**src/rtl/alu_sub_seq.sv**
```systemverilog
// Multi-cycle two's-complement subtractor: z = x - y computed SLICE bits per clock
// with a registered borrow, producing sign/zero/borrow/parity/overflow flags.
module alu_sub_seq #(
  parameter int WIDTH = 16,
  parameter int SLICE = 4
) (
  input  logic             clk,
  input  logic             rst_n,
  input  logic             start,
  input  logic [WIDTH-1:0] x,
  input  logic [WIDTH-1:0] y,
  output logic             busy,
  output logic             done,
  output logic [WIDTH-1:0] z,
  output logic             sign,
  output logic             zero,
  output logic             borrow,
  output logic             parity,
  output logic             overflow
);

  localparam int NSLICE = WIDTH / SLICE;
  localparam int CW     = (NSLICE > 1) ? $clog2(NSLICE) : 1;

  typedef enum logic {IDLE, RUN} state_t;

  state_t            state_q, state_d;
  logic [CW-1:0]     cnt_q, cnt_d;
  logic [WIDTH-1:0]  xa_q, xa_d;
  logic [WIDTH-1:0]  ya_q, ya_d;
  logic [WIDTH-1:0]  diff_q, diff_d;
  logic              b_q, b_d;
  logic              done_q, done_d;
  logic [WIDTH-1:0]  z_q, z_d;
  logic              sign_q, sign_d;
  logic              zero_q, zero_d;
  logic              borrow_q, borrow_d;
  logic              parity_q, parity_d;
  logic              ovf_q, ovf_d;

  logic [SLICE-1:0]  xk, yk;
  logic [SLICE:0]    slice_diff;

  // Signed overflow of a subtraction from the operand and result sign bits.
  function automatic logic sub_ovf(input logic xm, input logic ym, input logic zm);
    return (xm & ~ym & ~zm) | (~xm & ym & zm);
  endfunction

  always_comb begin
    state_d    = state_q;
    cnt_d      = cnt_q;
    xa_d       = xa_q;
    ya_d       = ya_q;
    diff_d     = diff_q;
    b_d        = b_q;
    done_d     = 1'b0;
    z_d        = z_q;
    sign_d     = sign_q;
    zero_d     = zero_q;
    borrow_d   = borrow_q;
    parity_d   = parity_q;
    ovf_d      = ovf_q;
    xk         = xa_q[cnt_q*SLICE +: SLICE];
    yk         = ya_q[cnt_q*SLICE +: SLICE];
    // Extra MSB of the widened subtraction is the slice borrow-out.
    slice_diff = {1'b0, xk} - {1'b0, yk} - {{SLICE{1'b0}}, b_q};

    case (state_q)
      IDLE: begin
        if (start) begin
          state_d = RUN;
          xa_d    = x;
          ya_d    = y;
          b_d     = 1'b0;
          cnt_d   = '0;
          diff_d  = '0;
        end
      end
      RUN: begin
        diff_d[cnt_q*SLICE +: SLICE] = slice_diff[SLICE-1:0];
        b_d   = slice_diff[SLICE];
        cnt_d = cnt_q + 1'b1;
        if (cnt_q == CW'(NSLICE - 1)) begin
          state_d  = IDLE;
          cnt_d    = '0;
          done_d   = 1'b1;
          z_d      = diff_d;
          sign_d   = diff_d[WIDTH-1];
          zero_d   = ~|diff_d;
          parity_d = ~^diff_d;
          borrow_d = slice_diff[SLICE];
          ovf_d    = sub_ovf(xa_q[WIDTH-1], ya_q[WIDTH-1], diff_d[WIDTH-1]);
        end
      end
      default: state_d = IDLE;
    endcase
  end

  always_ff @(posedge clk or negedge rst_n) begin
    if (!rst_n) begin
      state_q  <= IDLE;
      cnt_q    <= '0;
      xa_q     <= '0;
      ya_q     <= '0;
      diff_q   <= '0;
      b_q      <= 1'b0;
      done_q   <= 1'b0;
      z_q      <= '0;
      sign_q   <= 1'b0;
      zero_q   <= 1'b0;
      borrow_q <= 1'b0;
      parity_q <= 1'b0;
      ovf_q    <= 1'b0;
    end else begin
      state_q  <= state_d;
      cnt_q    <= cnt_d;
      xa_q     <= xa_d;
      ya_q     <= ya_d;
      diff_q   <= diff_d;
      b_q      <= b_d;
      done_q   <= done_d;
      z_q      <= z_d;
      sign_q   <= sign_d;
      zero_q   <= zero_d;
      borrow_q <= borrow_d;
      parity_q <= parity_d;
      ovf_q    <= ovf_d;
    end
  end

  assign busy     = (state_q == RUN);
  assign done     = done_q;
  assign z        = z_q;
  assign sign     = sign_q;
  assign zero     = zero_q;
  assign borrow   = borrow_q;
  assign parity   = parity_q;
  assign overflow = ovf_q;

endmodule
```
**config.mk**
```make
export PLATFORM = sky130hd
export DESIGN_NAME = alu_sub_seq
export DESIGN_NICKNAME = d
export VERILOG_FILES = /design/src/rtl/alu_sub_seq.sv
export SDC_FILE = /design/constraint.sdc
export NUM_CORES = 1
export LEC_CHECK = 0
export ABC_CLOCK_PERIOD_IN_PS = 3950
export CAP_MARGIN = 25
export CELL_PAD_IN_SITES_DETAIL_PLACEMENT = 1
export CELL_PAD_IN_SITES_GLOBAL_PLACEMENT = 1
export CORE_UTILIZATION = 39
export CTS_CLUSTER_DIAMETER = 80
export DETAILED_ROUTE_END_ITERATION = 7
export GPL_TIMING_DRIVEN = 0
export PLACE_DENSITY_LB_ADDON = 0.2
export SETUP_SLACK_MARGIN = 0.05
export SKIP_CTS_REPAIR_TIMING = 1
export SYNTH_ARGS = -nofsm -noshare
export SYNTH_HDL_FRONTEND = slang
export SYNTH_SLANG_ARGS = --single-unit
```
**constraint.sdc**
```tcl
create_clock -name clk -period 3.95 [get_ports clk]
set_clock_uncertainty 0.05 [all_clocks]
set_input_delay 1.185 -clock clk [delete_from_list [all_inputs] [get_ports clk]]
set_output_delay 1.185 -clock clk [all_outputs]
set_load 0.05 [all_outputs]
```
==> results by group, run 1 <==
Status
  – Run status: finished with violations
  – Violated checks: setup timing

Logic synthesis
  – Post-synth EDFFs: 0
  – Prevailing post-synth register cell: dfrtp_1
  – Async S/R FF share, synth: 1.00
  – Post-Syn Instances: 302
  – Sequential area share after synthesis: 0.495
  – Synth Warn #: 0
  – Flops & latches, synth: 73
  – Syn_nets: 354
  – Synthesized area per cell: 12.2 um^2
  – Post-synth cell types: 40
  – Mapped Area: 3690 um^2

Timing
  – Setup WS post-layout: -0.155 ns
  – Setup TNS Final: -0.155 ns
  – Slew @ Worst Pin: 0.865 ns
  – RSZ-0062 raised after global routing: yes
  – Fmax: 244 MHz
  – Final Hold Viols: 0
  – Tcrit/Tclk final: 1.04
  – Setup violators final: 1
  – Slew Viols, Final: 0
  – Relative slew slack: 0.419
  – Min Clock Period, post-route: 4.11 ns

Worst hold path
  – Hold Path Stages: 1
  – Hold Path Class: reg -> reg
  – Worst hold start: xa_q[7]
  – Hold EP: xa_q[7]

Final layout
  – Final Non-Filler Cells: 500
  – Final Util: 0.526
  – Final net count: 436
  – Filler Cells Inserted: 972
  – Reg area: 1830 um^2
  – Share of cells above drive strength 1: 0.219
  – Area grow syn2layout: 31.1%
  – Multi-input logic area: 1840 um^2
  – Number of diodes: 0

Routing
  – Wirelength, routed: 9110 um
  – DR vias: 2,629
  – DR WL/cell: 18.2 um
  – DR pass1 iterations: 4
  – DR DRC count: 0
  – Routed Antenna Nets: 0
  – 1st-iter DRT viols: 77
  – Via density: 5.26

Placement
  – PortBufs: 57
  – GP Congestion: 0.747
  – Placed Cells: 471
  – DP Wirelength: 6270 um

Worst setup path
  – Worst Path Class, Setup: reg -> reg
  – Worst Setup SP: cnt_q[0]
  – Critical Path Start Type: flop
  – Reg2reg setup slack: -0.16 ns
  – CP arrival: 4.28 ns
  – Req. time, crit path: 4.12 ns
  – R2r startpoint: cnt_q[0]
  – R2R cell count: 16
  – Worst R2R End: parity
  – Crit end category: flop
  – Worst Path Max Fanout: 8

Clock tree
  – Clock-pin slew on the worst setup and hold paths: 0.08 ns
  – Root buf cell: clkbuf_8
  – CTS buffer count: 9
  – Clock buffer depth: 2
  – H-tree levels: 3
  – Skew-Pair Late Insertion Delay: 0.36 ns
  – Num Clock Sinks: 73
  – TritonCTS clock tree: built

Global route
  – First-pass GRT wire length: 15,000 um
  – Total grt overflow: 0
  – Antenna violations before repair: 0
  – Largest net degree at the start of global routing: 47
  – Vias in the first global route: 2,844
  – GRT Resource Usage Total: 0.202

Floorplan
  – Ports: 58
  – DIE WIDTH: 99.3 um
  – Die height: 99.3 um
  – Initial Util: 0.401
  – Num rows: 35
  – Die Area: 9850 um^2
  – Area of the core: 9200 um^2

Flow run
  – Number of max-cap violations: 0
metrics by stage:
step                      hold WS (ns)  worst slack, ns  cell area [um^2]
after floorplan                  0.422           0.0551              3700
after global placement           0.433            -1.37              4410
after detailed placement         0.440           -0.687              4430
after CTS                        0.459           -0.700              4640
after global routing             0.481           -0.365              4840
final                            0.451           -0.155              4840
synth_stat cells, types with 2 or more instances:
library cell  instances  share of area
mux4_1                6          0.043
mux2_2               34           0.10
mux2i_1              16          0.043
a22oi_1               3         0.0061
ha_1                 15          0.051
o21ai_0               5         0.0068
nand2b_1             15          0.025
buf_1                 8         0.0081
clkbuf_1              7         0.0071
xnor2_1               8          0.019
fa_1                  2          0.011
nor2_1               20          0.020
a31oi_1               5         0.0085
a21oi_1              23          0.031
inv_1                13          0.013
o31ai_1               4         0.0081
nor2b_1              10          0.017
nand4_1               2         0.0034
dfrtp_1              73           0.50
xor2_2                2         0.0088
nand2_1              11          0.011
and2b_1               2         0.0041
cell type report:
cell class                      count  share of cell area
Timing Repair Buffer               71               0.143
Clock inverter                      7              0.0160
Multi-Input combinational cell    199               0.381
Sequential cell                    73               0.378
Buffer                             17              0.0176
Tap cell                          111              0.0287
Clock buffer                        9              0.0256
Inverter                           13              0.0101
placed cells by master, fill, tap and decap left out, types with 2 or more instances in the layout:
cell type	count
clkinv_4	2
inv_6	2
a21oi_1	22
clkbuf_1	6
and2b_1	2
mux4_2	2
clkdlybuf4s50_1	56
o21ai_0	5
xor2_4	2
mux4_1	5
a31oi_1	3
mux2_2	34
o31ai_1	4
nor2_1	20
a22oi_1	3
buf_1	8
mux2i_1	16
clkbuf_8	9
a31oi_4	2
nor2b_1	10
xnor2_1	7
nand2_1	10
dfrtp_1	72
ha_1	13
nand4_1	2
buf_4	15
inv_1	13
nand2b_1	15
ha_4	2
registers in the layout, summed over array words and instances, names as in the netlist:
name / cells
busy: 1
b_q: 1
diff_q: 16
z: 16
zero: 1
overflow: 1
xa_q: 16
borrow: 1
done: 1
ya_q: 16
parity: 1
cnt_q: 2
cells by family (layout without fill, tap and decap cells):
kind of cell / count (synthesis) / in the layout / synth area share
multiplexers: 57 / 57 / 0.196
buffers and inverters: 30 / 117 / 0.0336
adder cells (fa/ha/maj): 17 / 17 / 0.0617
AND/OR/NAND/NOR: 69 / 69 / 0.101
AO/OA/AOI/OAI: 44 / 44 / 0.0760
flip-flops: 73 / 73 / 0.495
XOR/XNOR: 12 / 12 / 0.0363
critical path, stage by stage, from the launching register on:
cell and delay [ns]:
dfrtp_2 0.47, buf_12 0.16, mux4_2 0.54, fa_2 0.42, ha_4 0.30, nand2_2 0.06
o221ai_4 0.26, xor2_4 0.22, a31oi_4 0.14, ha_4 0.28, xnor2_2 0.13, xnor2_1 0.18
xnor2_1 0.18, xnor2_1 0.17, xnor2_1 0.16, xnor2_1 0.17, a21oi_1 0.09
per-layer routing:
metal,vias up,part of all wire,global-route usage
li1,1218,-,-
met1,1353,0.45,0.264
met2,45,0.51,0.334
met3,13,0.029,0.0450
met4,0,0.015,0.0679
met5,-,0,0
how the worst max path moves through the flow:
stage               end  slack (ns)  depth (start not counted)
6_report         parity       -0.16                         16
5_1_grt          parity       -0.36                         16
4_1_cts          parity       -0.70                         16
3_5_place_dp     parity       -0.69                         16
3_3_place_gp   cnt_q[0]       -1.37                          1
2_1_floorplan    parity        0.06                         16
Power of run 1 is left out: the tool's default activity adds up to more than one toggle a clock period on the data nets, which glitch-free logic cannot reach.
==> inputs of run 2 (changes only) <==
--- a/config.mk
+++ b/config.mk
@@ -9,6 +9,7 @@
 export CAP_MARGIN = 25
 export CELL_PAD_IN_SITES_DETAIL_PLACEMENT = 1
 export CELL_PAD_IN_SITES_GLOBAL_PLACEMENT = 1
+export CORE_ASPECT_RATIO = 0.8
 export CORE_UTILIZATION = 39
 export CTS_CLUSTER_DIAMETER = 80
 export DETAILED_ROUTE_END_ITERATION = 7
==> results by group, run 2 (same netlist as run 1, synthesis figures left out) <==
Worst setup path
  – Req. time, crit path: 4.10 ns (-0.02 ns)
  – Worst Setup SP: cnt_q[0]
  – Most common cell on crit path: xnor2_1
  – Top delay family on crit path: XOR/XNOR gates
  – Worst path cell trace: buf_12, mux4_2, fa_2, ha_4, nand2_2, o221ai_2, xor2_2, a31oi_4, ha_4, xnor2_4, xnor2_2, xnor2_2, xnor2_1, xnor2_1, xnor2_1, a21oi_1
  – Largest stage delay, worst path: 0.52 ns (-0.02 ns)
  – Worst path slowest cell: mux4_2
  – Worst Path Class, Setup: reg -> reg
  – Critical Path Start Type: flop
  – Crit path buffers/inverters: 1 (unchanged)
  – R2r startpoint: cnt_q[0]
  – Worst Path Max Fanout: 6 (-2)
  – Crit end category: flop
  – CP arrival: 4.15 ns (-0.13 ns)

Timing
  – Fmax: 250 MHz (+2.7%)
  – Min Clock Period, post-route: 4.00 ns (-0.109 ns)
  – Slew @ Worst Pin: 0.893 ns (+0.0276 ns)
  – Setup WS post-layout: -0.0466 ns (+0.109 ns)
  – Relative slew slack: 0.400 (-0.0185)
  – Setup violators final: 1 (unchanged)
  – Tcrit/Tclk final: 1.01 (-0.0275)
  – Hold_ws: 0.447 ns (-0.00401 ns)
  – Final Hold Viols: 0 (unchanged)
  – Slew Viols, Final: 0 (unchanged)
  – RSZ-0062 raised after global routing: yes

Global route
  – GRT Resource Usage Total: 0.203 (+0.000475)
  – First-pass GRT wire length: 15,200 um (+1.3%)
  – Antenna violations before repair: 0 (unchanged)
  – Vias in the first global route: 2,836 (-0.28%)
  – Largest net degree at the start of global routing: 46 (-2.1%)
  – Total grt overflow: 0 (unchanged)

Floorplan
  – Area of the core: 9110 um^2 (-0.88%)
  – Die Area: 9860 um^2 (about the same)
  – Num rows: 31 (-11%)
  – Ports: 58 (unchanged)
  – Initial Util: 0.405 (+0.00358)
  – Die height: 89 um (-10%)
  – DIE WIDTH: 111 um (+12%)

Routing
  – DR pass1 iterations: 4 (unchanged)
  – DR WL/cell: 18.8 um (+3.4%)
  – 1st-iter DRT viols: 94 (+22%)
  – Routed Antenna Nets: 0 (unchanged)
  – Via density: 5.27 (+0.30%)
  – DR vias: 2,637 (+0.30%)
  – DR DRC count: 0 (unchanged)
  – Wirelength, routed: 9420 um (+3.4%)

Final layout
  – Filler Cells Inserted: 926 (-4.7%)
  – Share of cells above drive strength 1: 0.216 (-0.00292)
  – Number of diodes: 0 (unchanged)
  – Final Non-Filler Cells: 500 (unchanged)
  – Most frequent cells in the layout: dfrtp_1, clkdlybuf4s50_1, mux2_2
  – Final Util: 0.539 (+0.0135)
  – Commonest non-fill, non-tap cell in the layout: dfrtp_1
  – Final net count: 432 (-0.92%)
  – Area grow syn2layout: 33.2%

Clock tree
  – Root buf cell: clkbuf_16
  – Clock-pin slew on the worst setup and hold paths: 0.06 ns (-0.02 ns)
  – Num Clock Sinks: 73 (unchanged)
  – TritonCTS clock tree: built
  – Skew-Pair Late Insertion Delay: 0.33 ns (-0.03 ns)
  – CTS buffer count: 9 (unchanged)
  – H-tree levels: 3 (unchanged)
  – Clock buffer depth: 2 (unchanged)

Worst hold path
  – Hold Path Class: reg -> reg
  – Worst hold start: ya_q[3]

Status
  – Violated checks: setup timing
  – Run status: finished with violations

Placement
  – PortBufs: 57 (unchanged)
  – Placed Cells: 475 (+0.85%)
  – DP Wirelength: 6610 um (+5.4%)
  – GP Congestion: 0.791 (+5.9%)

Flow run
  – Number of max-cap violations: 0 (unchanged)
run 2: cell count changes in the layout (fill, tap and decap cells not counted), moves of 2 or more:
cell | previous run | this run
clkbuf_8 | 9 | 0
inv_6 | 2 | 0
xnor2_1 | 7 | 5
buf_4 | 15 | 11
clkbuf_16 | 0 | 9
run 2: final cells by class:
cell class | instances | area [um^2] | share of cell area
clock buffer | 10 | 229 | 0.0466
tap | 115 | 144 | 0.0293
sequential | 73 | 1830 | 0.372
inverter | 13 | 48.8 | 0.00993
buffer | 17 | 87.6 | 0.0178
multi-input combinational | 199 | 1850 | 0.376
timing repair buffer | 67 | 663 | 0.135
clock inverter | 6 | 68.8 | 0.0140
run 2: worst paths after layout:
check                      endpoint  slack, ns  cells after the start
max                          parity      -0.05                     16
min                         ya_q[3]       0.45                      1
max reg2reg                  parity      -0.05                     16
min reg2reg                 ya_q[3]       0.45                      1
max in group asynchronous  cnt_q[0]       2.53                      2
min in group asynchronous   ya_q[5]       0.73                      1
run 2: through the flow:
step | area [um^2] | setup TNS, ns | setup WS, ns
finish | 4920 | -0.0466 | -0.0466
global route | 4920 | -0.191 | -0.191
CTS | 4740 | -0.761 | -0.711
detailed placement | 4440 | -0.686 | -0.658
global placement | 4410 | -72.98 | -1.27
floorplan | 3700 | 0 | 0.0551
run 2: routing by layer:
metal	part of all wire	up-vias	GRT usage	wire length, um
li1	-	1218	-	-
met1	0.50	1365	0.280	4750
met2	0.46	46	0.320	4290
met5	0	-	0	0
met4	0.0096	0	0.0618	90
met3	0.031	8	0.0488	292
Power of run 2 is left out for the same reason.
==> inputs of run 3 (changes only) <==
--- a/config.mk
+++ b/config.mk
@@ -10,9 +10,11 @@
 export CELL_PAD_IN_SITES_DETAIL_PLACEMENT = 1
 export CELL_PAD_IN_SITES_GLOBAL_PLACEMENT = 1
 export CORE_ASPECT_RATIO = 0.8
+export CORE_MARGIN = 3
 export CORE_UTILIZATION = 39
 export CTS_CLUSTER_DIAMETER = 80
 export DETAILED_ROUTE_END_ITERATION = 7
+export DONT_BUFFER_PORTS = 1
 export GPL_TIMING_DRIVEN = 0
 export PLACE_DENSITY_LB_ADDON = 0.2
 export SETUP_SLACK_MARGIN = 0.05
==> results by group, run 3 (same netlist as run 1, synthesis figures left out) <==
Routing
  – Via density: 5.42 (+2.8%)
  – DR WL/cell: 20.3 um (+7.9%)
  – Routed Antenna Nets: 0 (unchanged)
  – 1st-iter DRT viols: 69 (-27%)
  – DR vias: 2,390 (-9.4%)
  – DR DRC count: 0 (unchanged)
  – DR pass1 iterations: 4 (unchanged)
  – Wirelength, routed: 8960 um (-4.9%)

Final layout
  – Final Util: 0.472 (-0.0678)
  – Share of cells above drive strength 1: 0.245 (+0.0298)
  – Most frequent cells in the layout: dfrtp_1, mux2_2, a21oi_1
  – Commonest non-fill, non-tap cell in the layout: dfrtp_1
  – Final net count: 373 (-14%)
  – Number of diodes: 0 (unchanged)
  – Area grow syn2layout: 16.5%
  – Design area: 4300 um^2 (-13%)

Global route
  – First-pass GRT wire length: 14,400 um (-5.4%)
  – Antenna violations before repair: 2 (+2)
  – GRT Resource Usage Total: 0.180 (-0.0230)
  – Vias in the first global route: 2,625 (-7.4%)
  – Largest net degree at the start of global routing: 74 (+61%)
  – Total grt overflow: 0 (unchanged)

Worst setup path
  – CP arrival: 4.17 ns (+0.02 ns)
  – Critical Path Start Type: flop
  – Crit end category: flop
  – Worst Path Class, Setup: reg -> reg
  – Req. time, crit path: 4.09 ns (about the same)
  – Worst Path Max Fanout: 6 (unchanged)

Timing
  – Slew Viols, Final: 0 (unchanged)
  – Tcrit/Tclk final: 1.02 (+0.00761)
  – Fmax: 248 MHz (-0.75%)
  – Min Clock Period, post-route: 4.03 ns (+0.0301 ns)
  – Setup WS post-layout: -0.0767 ns (-0.0301 ns)
  – Final Hold Viols: 0 (unchanged)
  – Relative slew slack: 0.381 (-0.0197)
  – RSZ-0062 raised after global routing: yes
  – Slew @ Worst Pin: 0.922 ns (+0.0293 ns)
  – Setup violators final: 1 (unchanged)

Floorplan
  – Die height: 93 um (+4.5%)
  – Die Area: 10,700 um^2 (+8.3%)
  – Num rows: 31 (unchanged)
  – DIE WIDTH: 115 um (+3.6%)
  – Ports: 58 (unchanged)
  – Initial Util: 0.405 (unchanged)
  – Area of the core: 9110 um^2 (unchanged)

Flow run
  – Number of max-cap violations: 0 (unchanged)

Clock tree
  – CTS buffer count: 9 (unchanged)
  – Clock-pin slew on the worst setup and hold paths: 0.06 ns (about the same)
  – TritonCTS clock tree: built
  – Root buf cell: clkbuf_16
  – Clock buffer depth: 2 (unchanged)
  – H-tree levels: 3 (unchanged)
  – Num Clock Sinks: 73 (unchanged)
  – Skew-Pair Late Insertion Delay: 0.33 ns (about the same)

Placement
  – PortBufs: 0 (-100%)
  – Pre-CTS setup slack: -0.676 ns (-0.0183 ns)
  – Placed cell areas: 3840 um^2 (-13%)
  – GP Congestion: 0.776 (-2.0%)
  – DP Wirelength: 6380 um (-3.5%)

Status
  – Violated checks: setup timing
  – Run status: finished with violations

Worst hold path
  – Hold Path Class: reg -> reg
==> run 3: path summary, 6_finish.rpt <==
| kind | from | to | slack (ns) | cells past startpoint |
|---|---|---|---|---|
| min reg2reg | ya_q[11] | ya_q[11] | 0.45 | 1 |
| max | cnt_q[0] | parity | -0.08 | 14 |
| min in group asynchronous | rst_n | ya_q[1] | 0.50 | 0 |
| max reg2reg | cnt_q[0] | parity | -0.08 | 14 |
| max in group asynchronous | rst_n | z[5] | 3.22 | 0 |
| min | ya_q[11] | ya_q[11] | 0.45 | 1 |
==> run 3: per-stage QoR <==
stage / cells / hold WS, ns / TNS, ns
floorplan: 302 / 0.422 / 0
global placement: 417 / 0.435 / -0.592
detailed placement: 417 / 0.442 / -0.706
CTS: 433 / 0.455 / -0.773
global route: 441 / 0.472 / -0.249
finish: 441 / 0.449 / -0.0767
==> run 3: cell type report <==
cell class                      count  area [um^2]
Buffer                             17         82.6
Clock buffer                       11          253
Clock inverter                      5         30.0
Fill cell                         941         4820
Inverter                           13         48.8
Multi-Input combinational cell    199         1850
Sequential cell                    73         1830
Tap cell                          115          144
Timing Repair Buffer                8         60.1
==> run 3: metal layers <==
metal / global-route usage / vias to the layer above / share of wire
li1: - / 1097 / -
met1: 0.249 / 1225 / 0.47
met2: 0.262 / 51 / 0.45
met3: 0.0724 / 13 / 0.066
met4: 0.0469 / 4 / 0.011
met5: 0 / - / 0.0023
==> run 3: critical path, cell delays in order (launching register included) <==
cell	delay, ns
dfrtp_2	0.39
buf_8	0.13
mux4_2	0.53
fa_2	0.43
fa_1	0.51
xor2_4	0.23
a31oi_4	0.27
ha_4	0.26
xnor2_4	0.13
xnor2_2	0.15
xnor2_2	0.15
xnor2_1	0.15
xnor2_1	0.22
xnor2_1	0.18
a21oi_1	0.10
Power of run 3 is left out for the same reason.
